==> src/rtl/uart_tx_queue_if.sv <==
// Handshake bundle between a byte producer, uart_tx_queue and uart_tx.
// The slave modport is the queue. The master modport is everything around it:
// the host write port plus the tx_done return from uart_tx.
interface uart_tx_queue_if #(
    parameter int DEPTH = 16
);
    localparam int LW = $clog2(DEPTH) + 1;

    logic          wr_en;
    logic [7:0]    wr_data;
    logic          full;
    logic          empty;
    logic [LW-1:0] level;
    logic          overflow;
    logic          tx_en;
    logic [7:0]    tx_data;
    logic          tx_done;
    logic          busy;
    logic          tx_timeout;

    modport master (
        output wr_en, wr_data, tx_done,
        input  full, empty, level, overflow, tx_en, tx_data, busy, tx_timeout
    );

    modport slave (
        input  wr_en, wr_data, tx_done,
        output full, empty, level, overflow, tx_en, tx_data, busy, tx_timeout
    );
endinterface

==> src/rtl/uart_tx_queue.sv <==
// Byte FIFO and frame sequencer in front of uart_tx. Producers may write
// back-to-back; bytes are issued one frame at a time, and the next tx_en is
// only raised after the previous frame reports tx_done.
//
// Optional feature: define UART_TXQ_TIMEOUT_EN to add a WAIT watchdog. When
// the watchdog expires it pulses tx_timeout, drops the byte and re-enters
// HOLDOFF. TIMEOUT_CYCLES must be at least 2.
//
// state   | meaning
// HOLDOFF | uart_tx may still be in flight after our reset; wait 15 bit times
// IDLE    | sequencer free; start a frame when the FIFO is not empty
// LOAD    | pop the head byte into tx_data
// FIRE    | one-cycle tx_en pulse toward uart_tx
// WAIT    | frame in flight; wait for tx_done (optionally with a watchdog)
// GAP     | optional idle spacing between frames
module uart_tx_queue #(
    parameter int DEPTH          = 16,
    parameter int CYCLES_PER_BIT = 434,
    parameter int GAP_CYCLES     = 0,
    parameter int TIMEOUT_CYCLES = 8192
) (
    input  logic           clk_50M,
    input  logic           rst,
    uart_tx_queue_if.slave bus
);
    localparam int AW             = $clog2(DEPTH);
    localparam int HOLDOFF_CYCLES = 15 * (CYCLES_PER_BIT + 1);
    localparam int CNT_MAX        = (HOLDOFF_CYCLES > GAP_CYCLES) ? HOLDOFF_CYCLES : GAP_CYCLES;
    localparam int CW             = $clog2(CNT_MAX + 1);
    localparam logic [CW-1:0] HOLDOFF_LOAD = CW'(HOLDOFF_CYCLES - 1);
    localparam logic [CW-1:0] GAP_LOAD     = CW'((GAP_CYCLES > 0) ? GAP_CYCLES - 1 : 0);
    localparam logic [AW:0]   DEPTH_LVL    = (AW + 1)'(DEPTH);

    typedef enum logic [2:0] {
        S_HOLDOFF,
        S_IDLE,
        S_LOAD,
        S_FIRE,
        S_WAIT,
        S_GAP
    } state_t;

    logic [7:0]    mem [DEPTH];
    logic [AW-1:0] wr_ptr;
    logic [AW-1:0] rd_ptr;
    logic [AW:0]   count;
    logic          overflow_q;
    logic          full_w;
    logic          empty_w;
    logic          pop;
    logic          push;

    state_t        state;
    logic [CW-1:0] cnt;
    logic          tx_en_q;
    logic [7:0]    tx_data_q;
    logic          busy_q;

`ifdef UART_TXQ_TIMEOUT_EN
    localparam int TW = $clog2(TIMEOUT_CYCLES + 1);
    logic [TW-1:0] wdog;
    logic          tx_timeout_q;
`endif

    assign full_w  = (count == DEPTH_LVL);
    assign empty_w = (count == '0);
    // LOAD is only entered from IDLE with a non-empty FIFO, so it always pops.
    assign pop     = (state == S_LOAD);
    // A pop in the same cycle frees the slot a write to a full FIFO needs.
    assign push    = bus.wr_en && (!full_w || pop);

    // Storage array; left unreset because the pointers define what is valid.
    always_ff @(posedge clk_50M) begin
        if (push) mem[wr_ptr] <= bus.wr_data;
    end

    // FIFO pointers, occupancy and the sticky dropped-write flag.
    always_ff @(posedge clk_50M) begin
        if (rst) begin
            wr_ptr     <= '0;
            rd_ptr     <= '0;
            count      <= '0;
            overflow_q <= 1'b0;
        end else begin
            if (push) wr_ptr <= wr_ptr + 1'b1;
            if (pop)  rd_ptr <= rd_ptr + 1'b1;
            if (push && !pop)      count <= count + 1'b1;
            else if (pop && !push) count <= count - 1'b1;
            if (bus.wr_en && !push) overflow_q <= 1'b1;
        end
    end

    // Frame sequencer; every output it drives is registered.
    always_ff @(posedge clk_50M) begin
        if (rst) begin
            state     <= S_HOLDOFF;
            cnt       <= HOLDOFF_LOAD;
            tx_en_q   <= 1'b0;
            tx_data_q <= 8'h00;
            busy_q    <= 1'b1;
`ifdef UART_TXQ_TIMEOUT_EN
            wdog         <= '0;
            tx_timeout_q <= 1'b0;
`endif
        end else begin
            tx_en_q <= 1'b0;
`ifdef UART_TXQ_TIMEOUT_EN
            tx_timeout_q <= 1'b0;
`endif
            unique case (state)
                S_HOLDOFF: begin
                    if (cnt == '0) begin
                        state  <= S_IDLE;
                        busy_q <= 1'b0;
                    end else begin
                        cnt <= cnt - 1'b1;
                    end
                end
                S_IDLE: begin
                    if (!empty_w) begin
                        state  <= S_LOAD;
                        busy_q <= 1'b1;
                    end
                end
                S_LOAD: begin
                    tx_data_q <= mem[rd_ptr];
                    tx_en_q   <= 1'b1;
                    state     <= S_FIRE;
                end
                S_FIRE: begin
                    state <= S_WAIT;
`ifdef UART_TXQ_TIMEOUT_EN
                    wdog  <= TW'(TIMEOUT_CYCLES - 1);
`endif
                end
                S_WAIT: begin
                    if (bus.tx_done) begin
                        if (GAP_CYCLES > 0) begin
                            state <= S_GAP;
                            cnt   <= GAP_LOAD;
                        end else begin
                            state  <= S_IDLE;
                            busy_q <= 1'b0;
                        end
                    end
`ifdef UART_TXQ_TIMEOUT_EN
                    else if (wdog == TW'(1)) begin
                        tx_timeout_q <= 1'b1;
                        state        <= S_HOLDOFF;
                        cnt          <= HOLDOFF_LOAD;
                    end else begin
                        wdog <= wdog - 1'b1;
                    end
`endif
                end
                S_GAP: begin
                    if (cnt == '0) begin
                        state  <= S_IDLE;
                        busy_q <= 1'b0;
                    end else begin
                        cnt <= cnt - 1'b1;
                    end
                end
                default: begin
                    state  <= S_HOLDOFF;
                    cnt    <= HOLDOFF_LOAD;
                    busy_q <= 1'b1;
                end
            endcase
        end
    end

    assign bus.full     = full_w;
    assign bus.empty    = empty_w;
    assign bus.level    = count;
    assign bus.overflow = overflow_q;
    assign bus.tx_en    = tx_en_q;
    assign bus.tx_data  = tx_data_q;
    assign bus.busy     = busy_q;
`ifdef UART_TXQ_TIMEOUT_EN
    assign bus.tx_timeout = tx_timeout_q;
`else
    assign bus.tx_timeout = 1'b0;
`endif
endmodule

==> src/flat_wrapper.sv <==
// flat-port wrapper written by rule: the top's interface ports become plain ports
module uart_tx_queue_flat 
#(
    parameter int DEPTH          = 16,
    parameter int CYCLES_PER_BIT = 434,
    parameter int GAP_CYCLES     = 0,
    parameter int TIMEOUT_CYCLES = 8192
)
  (clk_50M, rst, bus_wr_en, bus_wr_data, bus_tx_done, bus_full, bus_empty, bus_level, bus_overflow, bus_tx_en, bus_tx_data, bus_busy, bus_tx_timeout);
  uart_tx_queue_if #(.DEPTH(DEPTH)) bus_i ();
  input  logic clk_50M;
  input  logic rst;
  input wire logic [$bits(bus_i.wr_en)-1:0] bus_wr_en;
  input wire logic [$bits(bus_i.wr_data)-1:0] bus_wr_data;
  input wire logic [$bits(bus_i.tx_done)-1:0] bus_tx_done;
  output wire logic [$bits(bus_i.full)-1:0] bus_full;
  output wire logic [$bits(bus_i.empty)-1:0] bus_empty;
  output wire logic [$bits(bus_i.level)-1:0] bus_level;
  output wire logic [$bits(bus_i.overflow)-1:0] bus_overflow;
  output wire logic [$bits(bus_i.tx_en)-1:0] bus_tx_en;
  output wire logic [$bits(bus_i.tx_data)-1:0] bus_tx_data;
  output wire logic [$bits(bus_i.busy)-1:0] bus_busy;
  output wire logic [$bits(bus_i.tx_timeout)-1:0] bus_tx_timeout;
  assign bus_i.wr_en = bus_wr_en;
  assign bus_i.wr_data = bus_wr_data;
  assign bus_i.tx_done = bus_tx_done;
  assign bus_full = bus_i.full;
  assign bus_empty = bus_i.empty;
  assign bus_level = bus_i.level;
  assign bus_overflow = bus_i.overflow;
  assign bus_tx_en = bus_i.tx_en;
  assign bus_tx_data = bus_i.tx_data;
  assign bus_busy = bus_i.busy;
  assign bus_tx_timeout = bus_i.tx_timeout;
  uart_tx_queue #(.DEPTH(DEPTH), .CYCLES_PER_BIT(CYCLES_PER_BIT), .GAP_CYCLES(GAP_CYCLES), .TIMEOUT_CYCLES(TIMEOUT_CYCLES)) u_core (.clk_50M(clk_50M), .rst(rst), .bus(bus_i));
endmodule
==> config.mk <==
export PLATFORM = sky130hd
export DESIGN_NAME = uart_tx_queue_flat
export DESIGN_NICKNAME = d
export VERILOG_FILES = /design/src/rtl/uart_tx_queue_if.sv /design/src/rtl/uart_tx_queue.sv /design/src/flat_wrapper.sv
export SDC_FILE = /design/constraint.sdc
export NUM_CORES = 1
export LEC_CHECK = 0
export ABC_AREA = 1
export BUFFER_PORTS_ARGS = -buffer_cell sky130_fd_sc_hd__clkbuf_2
export CAP_MARGIN = 20
export CELL_PAD_IN_SITES_DETAIL_PLACEMENT = 1
export CELL_PAD_IN_SITES_GLOBAL_PLACEMENT = 1
export CORE_AREA = 3 3 177 179
export CTS_BUF_LIST = sky130_fd_sc_hd__clkbuf_4 sky130_fd_sc_hd__clkbuf_8
export CTS_CLUSTER_DIAMETER = 80
export DETAILED_ROUTE_END_ITERATION = 10
export DIE_AREA = 0 0 180 182
export PLACE_DENSITY_LB_ADDON = 0.08
export SETUP_SLACK_MARGIN = 0.15
export SLEW_MARGIN = 0
export SYNTH_ARGS = -nofsm -noshare
export SYNTH_HDL_FRONTEND = slang
export SYNTH_SLANG_ARGS = --single-unit
==> constraint.sdc <==
create_clock -name clk_50M -period 4.37 [get_ports clk_50M]
set_input_delay 0.2185 -clock clk_50M [delete_from_list [all_inputs] [get_ports clk_50M]]
set_output_delay 0.2185 -clock clk_50M [all_outputs]
set_load 0.02 [all_outputs]
After elaboration in Yosys (flattened, before gate mapping) --
Memory sizes are Yosys's and may differ from the RTL's. A register that Yosys moved wholly into a read port is not among the register bits. Index checks and enable logic that the tools add are counted.
Storage, ports and cells: memories 1, input bits 12, output and inout port bits 19, RAM bits 128, register bits 32
Cells by class: add/subtract/negate cells 5, bitwise gates (word level) 2, reduce and logical (&&, ||, !) cells 18, equal/unequal tests 10, mux-type cells 15
Memory list:
- u_core.mem | words 16, bits a word 8, rd ports 1, clocked after Yosys merged registers in 1, wr ports 1, RTL line uart_tx_queue.sv:43 | logic [7:0] mem [DEPTH];
Operators by type and width (number):
- $pmux W13 S2 | 1
- $pmux W3 S5 | 1
- $logic_not A13 Y1 | 1
- $mux W13 | 1
- $sub A13 B1 Y13 const B | 1
- $mux W5 | 2
- $mux W3 | 3
- $add A4 B1 Y4 const B | 2
- $eq A3 B2 Y1 const B | 2
- $eq A3 B3 Y1 const B | 2
- $mux W1 | 6
- $ne A2 B2 Y1 const B | 3
- $add A5 B1 Y5 const B | 1
- $eq A5 B5 Y1 const B | 1
- $logic_not A5 Y1 | 1
- $sub A5 B1 Y5 const B | 1
- $logic_and A1 B1 Y1 | 4
- $pmux W1 S4 | 1
- $reduce_and A4 Y1 | 1
- $reduce_or A2 Y1 | 2
- $reduce_or A4 Y1 | 1
- $eq A3 B1 Y1 const B | 1
- $logic_not A1 Y1 | 3
- $logic_not A3 Y1 | 1
- 6 further kinds | 7

Depth between registers and ports, before layout --
Gate-level depths: netlist of the first run.
word-level depth 8, mapped depth 16, depth with buffers taken out 16

Worst setup path after synthesis of the first run --
Ideal clock, no wire load.
kind flip-flop to flip-flop, start point register u_core.count[0] (netlist: u_core.bus.level[0]), end point register u_core.count[4] (netlist: u_core.bus.level[4]), arrival 2.456 ns, setup slack 1.843 ns, clock period less this slack 2.527 ns, buffers on the path 0, setup time 0.071 ns, cell stages (with the launch flop) 16, data required time 4.299 ns, cells stage by stage dfxtp_1 > nor2_1 > nand3_1 > nor2_1 > nand2_2 > nand2_4 > inv_4 > ha_1 > inv_1 > ha_1 > nand2_1 > nand2_1 > a21oi_1 > xor2_1 > nand2_1 > a21oi_1
On the way: cells in the longest elaborated chain, start to end 7, elaborated cells between the ends (all ways) 12, classes of those cells add/sub (2); eq/ne (1); mux (2); reduce/logical (7)
Ends and longest elaborated chain:
- from (decl) | RTL line uart_tx_queue.sv:46 | logic [AW:0] count;
- from (signal assigned) | RTL line uart_tx_queue.sv:87 | if (push && !pop) count <= count + 1'b1;
- from (signal assigned) | RTL line uart_tx_queue.sv:88 | else if (pop && !push) count <= count - 1'b1;
- $eq A5 B5 Y1 * | RTL line uart_tx_queue.sv:65 | assign full_w = (count == DEPTH_LVL);
- via bus_full | RTL line flat_wrapper.sv:16 | output wire logic [$bits(bus_i.full)-1:0] bus_full;
- $logic_not A1 Y1 * | RTL line uart_tx_queue.sv:70 | assign push = bus.wr_en && (!full_w || pop);
- $logic_or A1 B1 Y1 * | RTL line uart_tx_queue.sv:70
- $logic_and A1 B1 Y1 * | RTL line uart_tx_queue.sv:70
- via u_core.push | RTL line uart_tx_queue.sv:51 | logic push;
- $logic_not A1 Y1 | RTL line uart_tx_queue.sv:88
- $logic_and A1 B1 Y1 | RTL line uart_tx_queue.sv:88
- $reduce_bool A2 Y1 (no source line)
The timed path passes the listed nets; every way through them passes the cells marked *. The select of a mux whose other input is x is not followed. A chain may end at the register's enable or synchronous reset.

Final worst setup path of the first run --
start point register u_core.state[2], end point register u_core.count[4] (netlist: u_core.bus.level[4])
On the way: cells in the longest elaborated chain, start to end 6, elaborated cells between the ends (all ways) 9, classes of those cells eq/ne (1); mux (1); reduce/logical (7)
Ends and longest elaborated chain:
- from (decl) | RTL line uart_tx_queue.sv:53 | state_t state;
- from (signal assigned) | RTL line uart_tx_queue.sv:96 | state <= S_HOLDOFF;
- from (signal assigned) | RTL line uart_tx_queue.sv:113 | state <= S_IDLE;
- from (signal assigned) | RTL line uart_tx_queue.sv:121 | state <= S_LOAD;
- $eq A3 B2 Y1 * | RTL line uart_tx_queue.sv:68 | assign pop = (state == S_LOAD);
- $logic_or A1 B1 Y1 * | RTL line uart_tx_queue.sv:70
- $logic_and A1 B1 Y1 * | RTL line uart_tx_queue.sv:70
- via u_core.push | RTL line uart_tx_queue.sv:51
- $logic_not A1 Y1 | RTL line uart_tx_queue.sv:88
- $logic_and A1 B1 Y1 | RTL line uart_tx_queue.sv:88
- $reduce_bool A2 Y1 (no source line)
The timed path passes the listed nets; every way through them passes the cells marked *.

==> metrics, run 1 <==
DP HPWL 13.88 mm; DRC violations left 0; Synth Flop Type edfxtp_1; Worst setup SP type flip-flop; outcome complete, no violations; CTS Root Buffer Type clkbuf_8; vias in the first global route 5435; TritonCTS clock tree built; slew margin rel. 33.11%; synthesized area per cell 10.05 um2; DRT Pass-1 Iters 4; compound-cell area share of the yosys netlist 6.530%; routed wl met3 531 um; Min Hold Slack 0.09633 ns; final setup fails 0; top sig layer met4; P&R area growth vs syn 12.25%; count leader, synth nand2_1; All-Layer GR Usage 12.98%; worst slack, placed 1.614 ns; H-tree levels 4; Worst Skew 0.01355 ns; Synth cell types 43; fin cells 1162; IO Port Bufs 29; clk_lat worst skew 0.45 ns; Leak Pwr 3.119 nW; layout cells sized above 1 14.25%; synth cell count leaders nand2_1 (167), edfxtp_1 (128), nor2_1 (87); fin crit share 63.17%; setup_tns 0 ns; Worst Hold Class in -> reg; Inserted Clock Buffers 17; worst hold stages 3; wire length on met2 10.50 mm; initial core utilization 25.02%; Placed Area 0.007935 mm2; Remaining Overflow, GRT 0; Die Width 180 um; Worst-Margin Slew 1.002 ns; minimum clock period 2.761 ns; initial antenna violation count 0; FF-to-FF path depth 16; first-pass GRT wire length 32.53 mm; I/O pin count 31; Num Clock Sinks 168; Vias/cell 4.444; die area 0.03276 mm2; gpl congestion 0.7549; routed wire length 20.93 mm; Final WS setup 1.609 ns; unrepaired setup endpoints after global routing no; flops & latches, synth 168; Syn Nets 763; Routed Antenna Nets 0; Post-Synth XOR/XNOR Area 1.060%; data required time of the worst path 4.74 ns; M1 WL 9.601 mm; die height 182 um; Final Hold Vio Count 0; core area 0.02972 mm2; number of instances in the placed design 1130; drt initial violations 311; Post-synth EDFFs 128; Antenna diodes 0; fin nets 782; post-synthesis mux area share 0%; Synth Area in Simple Gates 22.67%; Post-Synth Adder-Cell Area 1.952%; clock-pin slew on the worst setup and hold paths 0.09 ns; Hold-fix buffers, CTS 0; power per standard cell area 404.4 mW/mm2; PostCTS Resize Cnt 0; sequential share of the synthesized area 62.47%; crit path kind reg -> reg; vias after detailed routing 5164; WL per Instance 18.02 um; crit path DAT 3.14 ns; largest cells by area after synthesis edfxtp_1 (52%), dfxtp_1 (11%), nand2_1 (8.4%); post-synthesis cell area 0.007435 mm2; Syn. warnings 0; Final Cell Area 0.008346 mm2; Yosys top cell area share 51.70%; worst IR drop on VDD 0.0001632 V; area leader, netlist edfxtp_1; clk buf depth 2; crit path max fanout 19; CP endpoint kind flip-flop; Final Slew Violations 0; FFs w/ async S/R, synth 0%; maximum clock rate 0.3622 GHz; Synth Instances 740; Maximum Capacitance Violations 0; postcts setup bufs 0; largest family of logic cells by synthesized area simple AND/OR/NAND/NOR gates; row count 63; pin count of the biggest net entering global routing 83
layout make-up:
cell class,count,area [um2]
repair buffers,31,160.2
well taps,390,488.0
fillers,3369,21370
clock buffers,18,241.5
multi-input cells,479,2399
clock inverters,14,168.9
flip-flops and latches,168,4646
inverters,62,242.7
registers in the layout, summed over array words and instances (netlist names):
signal / flops
u_core.mem: 128
u_core.cnt: 13
u_core.bus.tx_data: 8
u_core.bus.level: 5
u_core.rd_ptr: 4
u_core.wr_ptr: 4
u_core.state: 3
u_core.bus.busy: 1
u_core.bus.overflow: 1
u_core.bus.tx_en: 1
per-layer routing:
metal	global-route usage [%]	up-vias
li1	-	2519
met1	16.52	2568
met2	22.72	62
met3	2.224	15
met4	3.713	0
met5	0	-
worst paths after layout:
check	from	to	slack (ns)
worst max-delay path	u_core.state[2]$_SDFFE_PP0P_	u_core.bus.level[4]$_SDFFE_PP0P_	1.61
worst min-delay path	bus_wr_en	u_core.bus.overflow$_SDFFE_PP0P_	0.1
worst max register to register	u_core.state[2]$_SDFFE_PP0P_	u_core.bus.level[4]$_SDFFE_PP0P_	1.61
worst min register to register	u_core.bus.busy$_SDFFE_PP1P_	u_core.bus.busy$_SDFFE_PP1P_	0.47
metrics by stage:
stage	power, mW	utilization, %
floorplan	2.111	-
global placement	2.236	26.70
detailed placement	2.243	26.70
CTS	3.442	28.08
global route	3.547	28.08
finish	3.375	28.08
critical path: stages, from the launching register on:
cell	delay, ns
dfxtp_1	0.37
inv_2	0.14
nand2_2	0.12
nor2_8	0.30
inv_4	0.12
nand2_2	0.11
nand2_4	0.08
inv_4	0.11
ha_1	0.20
inv_1	0.11
fa_1	0.41
nand2_1	0.09
nand2_1	0.05
a21oi_1	0.15
xor2_1	0.15
nand2_1	0.06
a21oi_1	0.12
kinds of logic after synthesis:
family | after synthesis
xor+xnor | 9
fa+ha+maj | 11
other cells | 1
compound gates | 80
simple gates | 378
buf+inv | 93
flops | 168
power breakdown:
part	leakage, nW	internal, mW	switching (mW)
clock network	0.199	0.575	0.604
registers	1.48	1.78	0.0445
logic	1.44	0.118	0.258
total	3.12	2.47	0.906
cells in the final DEF (no fill, tap or decap), types with 9 or more instances in the layout:
cell and count:
inv_1 50, nand2_1 167, nand2_2 9, a21oi_1 16
nor2_1 87, edfxtp_1 128, ha_1 10, o21ai_0 35
clkbuf_2 29, clkbuf_8 17, nand3_1 84, dfxtp_1 39
Note: power is estimated with default switching activity, not from simulation.
==> inputs of run 2 (changes only) <==
Clock period 4.37 ns to 2.87 ns, I/O delays scaled along.
==> run 2 against run 1 <==
  * Largest power group unchanged
  * Non-clock buffer count increased by 17
  * Cell area grew 2.1%
  * Die area stayed put
  * Hold slack lost 0.026 ns
  * Critical path depth is the same
  * Critical endpoint unchanged
  * Critical path type unchanged
  * Global-route usage up 0.11 points
  * Setup slack lost 1.2 ns
==> metrics, run 2 (same netlist as run 1, synthesis figures left out) <==
pin count of the biggest net entering global routing 83 (unchanged); unrepaired setup endpoints after global routing no; routed wire length 20.87 mm (-0.32%); row count 63 (unchanged); worst hold stages 2 (-1); maximum clock rate 0.4084 GHz (+13%); switching power total 1.351 mW (+49%); clk buf depth 2 (unchanged); WL per Instance 17.70 um (-1.8%); Final Slew Violations 0 (unchanged); die height 182 um (unchanged); Flop pwr share 53.5% (-0.4 points); combinational share of power 11.3% (+0.2 points); clk_lat worst skew 0.45 ns (about the same); Worst setup SP type flip-flop; Vias/cell 4.398 (-1.0%); Sw Share 26.11% (-0.74 points); Final Cell Area 0.008521 mm2 (+2.1%); TritonCTS clock tree built; vias in the first global route 5619 (+3.4%); reg2reg end u_core.bus.level[4]$_SDFFE_PP0P_; most frequent cells in the layout nand2_1 (167), edfxtp_1 (128), nor2_1 (86); area of the multi-input gates 0.002405 mm2 (+0.26%); final setup fails 0 (unchanged); Worst Hold Class in -> reg; Leak Pwr 3.225 nW (+3.4%); worst IR drop on VDD 0.0002585 V (+58%); fin nets 799 (+2.2%); core area 0.02972 mm2 (unchanged); setup slack, reg-to-reg 0.42 ns (-1.19 ns); slew margin rel. 34.17% (+1.1 points); CTS Root Buffer Type clkbuf_8; CP endpoint kind flip-flop; H-tree levels 4 (unchanged); Remaining Overflow, GRT 0 (unchanged); DP HPWL 13.76 mm (-0.85%); drt initial violations 270 (-13%); crit path max fanout 10 (-9); Hold Path Sink u_core.state[0]$_SDFFE_PP0P_; minimum clock period 2.449 ns (-0.3120 ns); Die Width 180 um (unchanged); Top reg by flops u_core.mem; r2r startpoint u_core.state[2]$_SDFFE_PP0P_; die area 0.03276 mm2 (unchanged); crit path kind reg -> reg; setup_tns 0 ns (unchanged); Maximum Capacitance Violations 0 (unchanged); Routed Antenna Nets 0 (unchanged); gpl congestion 0.7417 (-1.7%); power per standard cell area 607.2 mW/mm2 (+50%); layout cells sized above 1 16.22% (+2.0 points); clock-pin slew on the worst setup and hold paths 0.10 ns (about the same); Placed Area 0.008065 mm2 (+1.6%); commonest non-fill, non-tap cell in the layout nand2_1; DRC violations left 0 (unchanged); outcome complete, no violations; number of instances in the placed design 1144 (+1.2%); fin crit share 85.32% (+22 points); crit path DAT 2.83 ns (-0.31 ns); Inserted Clock Buffers 17 (unchanged); initial core utilization 25.02% (unchanged); DRT Pass-1 Iters 4 (unchanged); Antenna diodes 0 (unchanged); Final Hold Vio Count 0 (unchanged); P&R area growth vs syn 14.61%; hold_sp rst; Filler cells 3346 (-0.68%); IO Port Bufs 29 (unchanged); max reg flops 128 (unchanged); Pint 3.823 mW (+55%); fin cells 1179 (+1.5%); data required time of the worst path 3.25 ns (-1.49 ns); vias after detailed routing 5185 (+0.41%); FF-to-FF path depth 16 (unchanged); Clock Power Share 35.2% (+0.3 points); Num Clock Sinks 168 (unchanged); All-Layer GR Usage 13.09% (+0.11 points); Worst-Margin Slew 0.9863 ns (-0.01566 ns); sequential cell area 0.004646 mm2 (unchanged); Worst Skew 0.01852 ns (+0.004964 ns); first-pass GRT wire length 33.04 mm (+1.6%); I/O pin count 31 (unchanged); initial antenna violation count 0 (unchanged)
-- run 2: cell type report --
class | count | share of cell area, %
clock buffers | 21 | 3.245
clock inverters | 11 | 1.733
inverters | 62 | 2.849
multi-input cells | 479 | 28.22
flip-flops and latches | 168 | 54.52
well taps | 390 | 5.727
repair buffers | 48 | 3.700
-- run 2: how the worst max path moves through the flow --
| stage | cells past startpoint | from | to |
|---|---|---|---|
| after detailed placement | 16 | u_core.state[2]$_SDFFE_PP0P_ | u_core.bus.level[4]$_SDFFE_PP0P_ |
| after floorplan | 15 | u_core.bus.level[0]$_SDFFE_PP0P_ | u_core.bus.level[4]$_SDFFE_PP0P_ |
| after CTS | 16 | u_core.state[2]$_SDFFE_PP0P_ | u_core.bus.level[4]$_SDFFE_PP0P_ |
| after global routing | 16 | u_core.state[2]$_SDFFE_PP0P_ | u_core.bus.level[4]$_SDFFE_PP0P_ |
| after global placement | 15 | u_core.bus.level[0]$_SDFFE_PP0P_ | u_core.bus.level[4]$_SDFFE_PP0P_ |
| final | 16 | u_core.state[2]$_SDFFE_PP0P_ | u_core.bus.level[4]$_SDFFE_PP0P_ |
-- run 2: stage by stage --
step | power [mW] | hold WS [ns] | utilization [%] | setup WS [ns]
3_3_place_gp | 3.404 | 0.4452 | 27.14 | 0.4424
2_1_floorplan | 3.215 | 0.2424 | - | 0.3428
5_1_grt | 5.454 | 0.04690 | 28.67 | 0.1629
6_report | 5.174 | 0.07020 | 28.67 | 0.4214
4_1_cts | 5.266 | 0.04288 | 28.60 | 0.3647
3_5_place_dp | 3.417 | 0.4547 | 27.14 | 0.4211
-- run 2: power by group through the flow --
| stage | logic [mW] | registers, mW | clock network, mW |
|---|---|---|---|
| 2_1_floorplan | 0.381 | 2.83 | 0 |
| 5_1_grt | 0.668 | 2.78 | 2.00 |
| 3_5_place_dp | 0.593 | 2.82 | 0 |
| 3_3_place_gp | 0.584 | 2.82 | 0 |
| 6_report | 0.583 | 2.77 | 1.82 |
| 4_1_cts | 0.597 | 2.77 | 1.90 |
-- run 2: timing repair --
item / CTS / global route
hold buffers: 1 / 0
setup buffers: 0 / 2
endpoints found under the setup margin: 0 / 1
resized for setup: 0 / 2
hold endpoints to repair: 1 / 0
-- run 2: critical path: stages, from the launching register on --
cell     delay (ns)
dfxtp_1        0.37
inv_2          0.13
nand2_2        0.12
nor2_8         0.12
inv_4          0.07
nand2_2        0.09
nand2_4        0.08
inv_4          0.11
ha_1           0.20
inv_1          0.11
fa_1           0.42
nand2_1        0.08
nand2_1        0.06
a21oi_2        0.12
xor2_1         0.15
nand2_1        0.06
a21oi_1        0.11
-- run 2: routing by layer --
| metal | share of wire [%] | GRT usage [%] | vias up |
|---|---|---|---|
| li1 | - | - | 2557 |
| met1 | 47 | 16.80 | 2553 |
| met2 | 49 | 22.47 | 62 |
| met3 | 2.1 | 2.344 | 13 |
| met4 | 2.0 | 4.115 | 0 |
| met5 | 0 | 0 | - |
==> inputs of run 3 (changes only) <==
Settings changed: CORE_AREA 3 3 177 179 to 3 3 125 127, DIE_AREA 0 0 180 182 to 0 0 128 130.
==> run 3 against run 2 <==
  * Sequential power is essentially flat
  * Final cell count shrank 18%
  * Die area shrank 49%
  * First-iteration DRC count grew 0.74%
  * Largest cell class unchanged
  * Highest routed layer unchanged
==> metrics, run 3 (same netlist as run 1, synthesis figures left out) <==
die height 130 um (-29%); Worst Skew 0.01276 ns (-0.005757 ns); TritonCTS clock tree built; CTS Root Buffer Type clkbuf_8; Final WS setup 0.3250 ns (-0.09638 ns); Die Width 128 um (-29%); commonest non-fill, non-tap cell in the layout nand2_1; data required time of the worst path 3.26 ns (about the same); vias after detailed routing 5293 (+2.1%); combinational share of power 11.4% (about the same); Filler cells 1623 (-51%); Flop pwr share 55.0% (+1.5 points); first-pass GRT wire length 29.95 mm (-9.4%); All-Layer GR Usage 23.71% (+11 points); Min Hold Slack 0.07401 ns (+0.003817 ns); H-tree levels 4 (unchanged); outcome complete, no violations; IO Port Bufs 29 (unchanged); Final Slew Violations 0 (unchanged); initial antenna violation count 0 (unchanged); number of instances in the placed design 928 (-19%); DRC violations left 0 (unchanged); WL per Instance 19.32 um (+9.2%); worst IR drop on VDD 0.0005034 V (+95%); Vias/cell 5.491 (+25%); hold_sp rst; maximum clock rate 0.3929 GHz (-3.8%); slew margin rel. 45.60% (+11 points); Top reg by flops u_core.mem; crit path kind reg -> reg; r2r startpoint u_core.state[2]$_SDFFE_PP0P_; setup_tns 0 ns (unchanged); row count 44 (-30%); core area 0.01453 mm2 (-51%); Pint 3.674 mW (-3.9%); Worst-Margin Slew 0.8160 ns (-0.1703 ns); routed wire length 18.62 mm (-11%); Slowest cell on crit path fa_1; fin cells 964 (-18%); I/O pin count 31 (unchanged); CP Cell Sequence inv_2, nand2_2, nor2_8, inv_4, nand2_2, nand2_4, inv_4, ha_1, inv_1, fa_1, nand2_1, nand2_1, a21oi_1, xor2_1, nand2_1, a21oi_1; critical path launch point u_core.state[2]$_SDFFE_PP0P_; Worst Hold Class in -> reg; Antenna diodes 0 (unchanged); clk_lat worst skew 0.46 ns (about the same); post-layout util 56.04% (+27 points); Num Clock Sinks 168 (unchanged); Sw Share 27.05% (+0.94 points); unrepaired setup endpoints after global routing no; Leak Pwr 3.152 nW (-2.2%); die area 0.01664 mm2 (-49%); gpl congestion 0.8820 (+19%); Bufs and invs on worst path 4 (unchanged); initial core utilization 51.15% (+26 points); Clock Power Share 33.5% (-1.7 points); layout cells sized above 1 15.26% (-0.97 points); Remaining Overflow, GRT 0 (unchanged); DRT Pass-1 Iters 5 (+1); final setup fails 0 (unchanged); minimum clock period 2.545 ns (+0.09638 ns); fin crit share 88.68% (+3.4 points); most frequent cells in the layout nand2_1 (167), edfxtp_1 (128), nor2_1 (86); Worst setup SP type flip-flop; critical path's top delay family adder cells; CP endpoint kind flip-flop; worst slack, placed 0.3597 ns (-0.06135 ns); DP HPWL 12.31 mm (-11%); P&R area growth vs syn 9.559%; power per standard cell area 618.3 mW/mm2 (+1.8%); max reg flops 128 (unchanged); pin count of the biggest net entering global routing 83 (unchanged); most frequent CP cell nand2_1; crit path DAT 2.93 ns (+0.10 ns); clock-pin slew on the worst setup and hold paths 0.09 ns (about the same); clk buf depth 2 (unchanged); crit path max fanout 10 (unchanged); drt initial violations 272 (+0.74%); switching power total 1.363 mW (+0.86%); Maximum Capacitance Violations 0 (unchanged); fin nets 790 (-1.1%); Final Hold Vio Count 0 (unchanged); Routed Antenna Nets 0 (unchanged); vias in the first global route 5556 (-1.1%); Inserted Clock Buffers 17 (unchanged); crit-path max cell delay 0.42 ns (about the same)
[run 3: changes by cell type in the layout (fill, tap and decap cells not counted), sizes merged]
| cell | delta |
|---|---|
| inv | +2 |
| buf | -9 |
| bufinv | -1 |
| clkbuf | -3 |
| clkinvlp | +2 |
[run 3: power groups by stage]
stage / sequential (mW) / combinational [mW] / clock [mW]
floorplan: 2.83 / 0.381 / 0
global placement: 2.82 / 0.539 / 0
detailed placement: 2.83 / 0.568 / 0
CTS: 2.77 / 0.577 / 1.73
global route: 2.78 / 0.646 / 1.81
finish: 2.77 / 0.575 / 1.69
[run 3: path summary, 6_finish.rpt]
path / to / slack [ns] / cells past startpoint
hold reg to reg: u_core.bus.overflow$_SDFFE_PP0P_ / 0.49 / 2
setup reg to reg: u_core.bus.level[4]$_SDFFE_PP0P_ / 0.32 / 16
hold / removal: u_core.state[0]$_SDFFE_PP0P_ / 0.07 / 2
setup / recovery: u_core.bus.level[4]$_SDFFE_PP0P_ / 0.32 / 16
[run 3: final cells by class]
type	instances	area, um2	area share (%)
Sequential cell	168	4647	57.05
Clock buffer	18	241.5	2.965
Timing Repair Buffer	39	235.2	2.888
Clock inverter	14	147.6	1.813
Multi-Input combinational cell	479	2401	29.48
Inverter	62	242.7	2.980
Tap cell	184	230.2	2.826
[run 3: metal layers]
layer  up-vias  track usage, %  routed length [um]
met5         -               0                   0
met4         0           6.804                 341
met3        25           5.239                 868
met2       127           40.23                9265
met1      2606           30.91                8149
li1       2535               -                   -
[run 3: per-stage QoR]
step	power, mW	instance area (um2)
2_1_floorplan	3.215	7435
3_3_place_gp	3.358	7720
6_report	5.036	8145
3_5_place_dp	3.394	7720
5_1_grt	5.244	8145
4_1_cts	5.079	8119
[run 3: what timing repair did]
action	in CTS	in global routing
hold endpoints to repair	1	0
setup endpoints to repair	0	1
resized for setup	0	2
hold buffers	1	0
buffers inserted	0	3
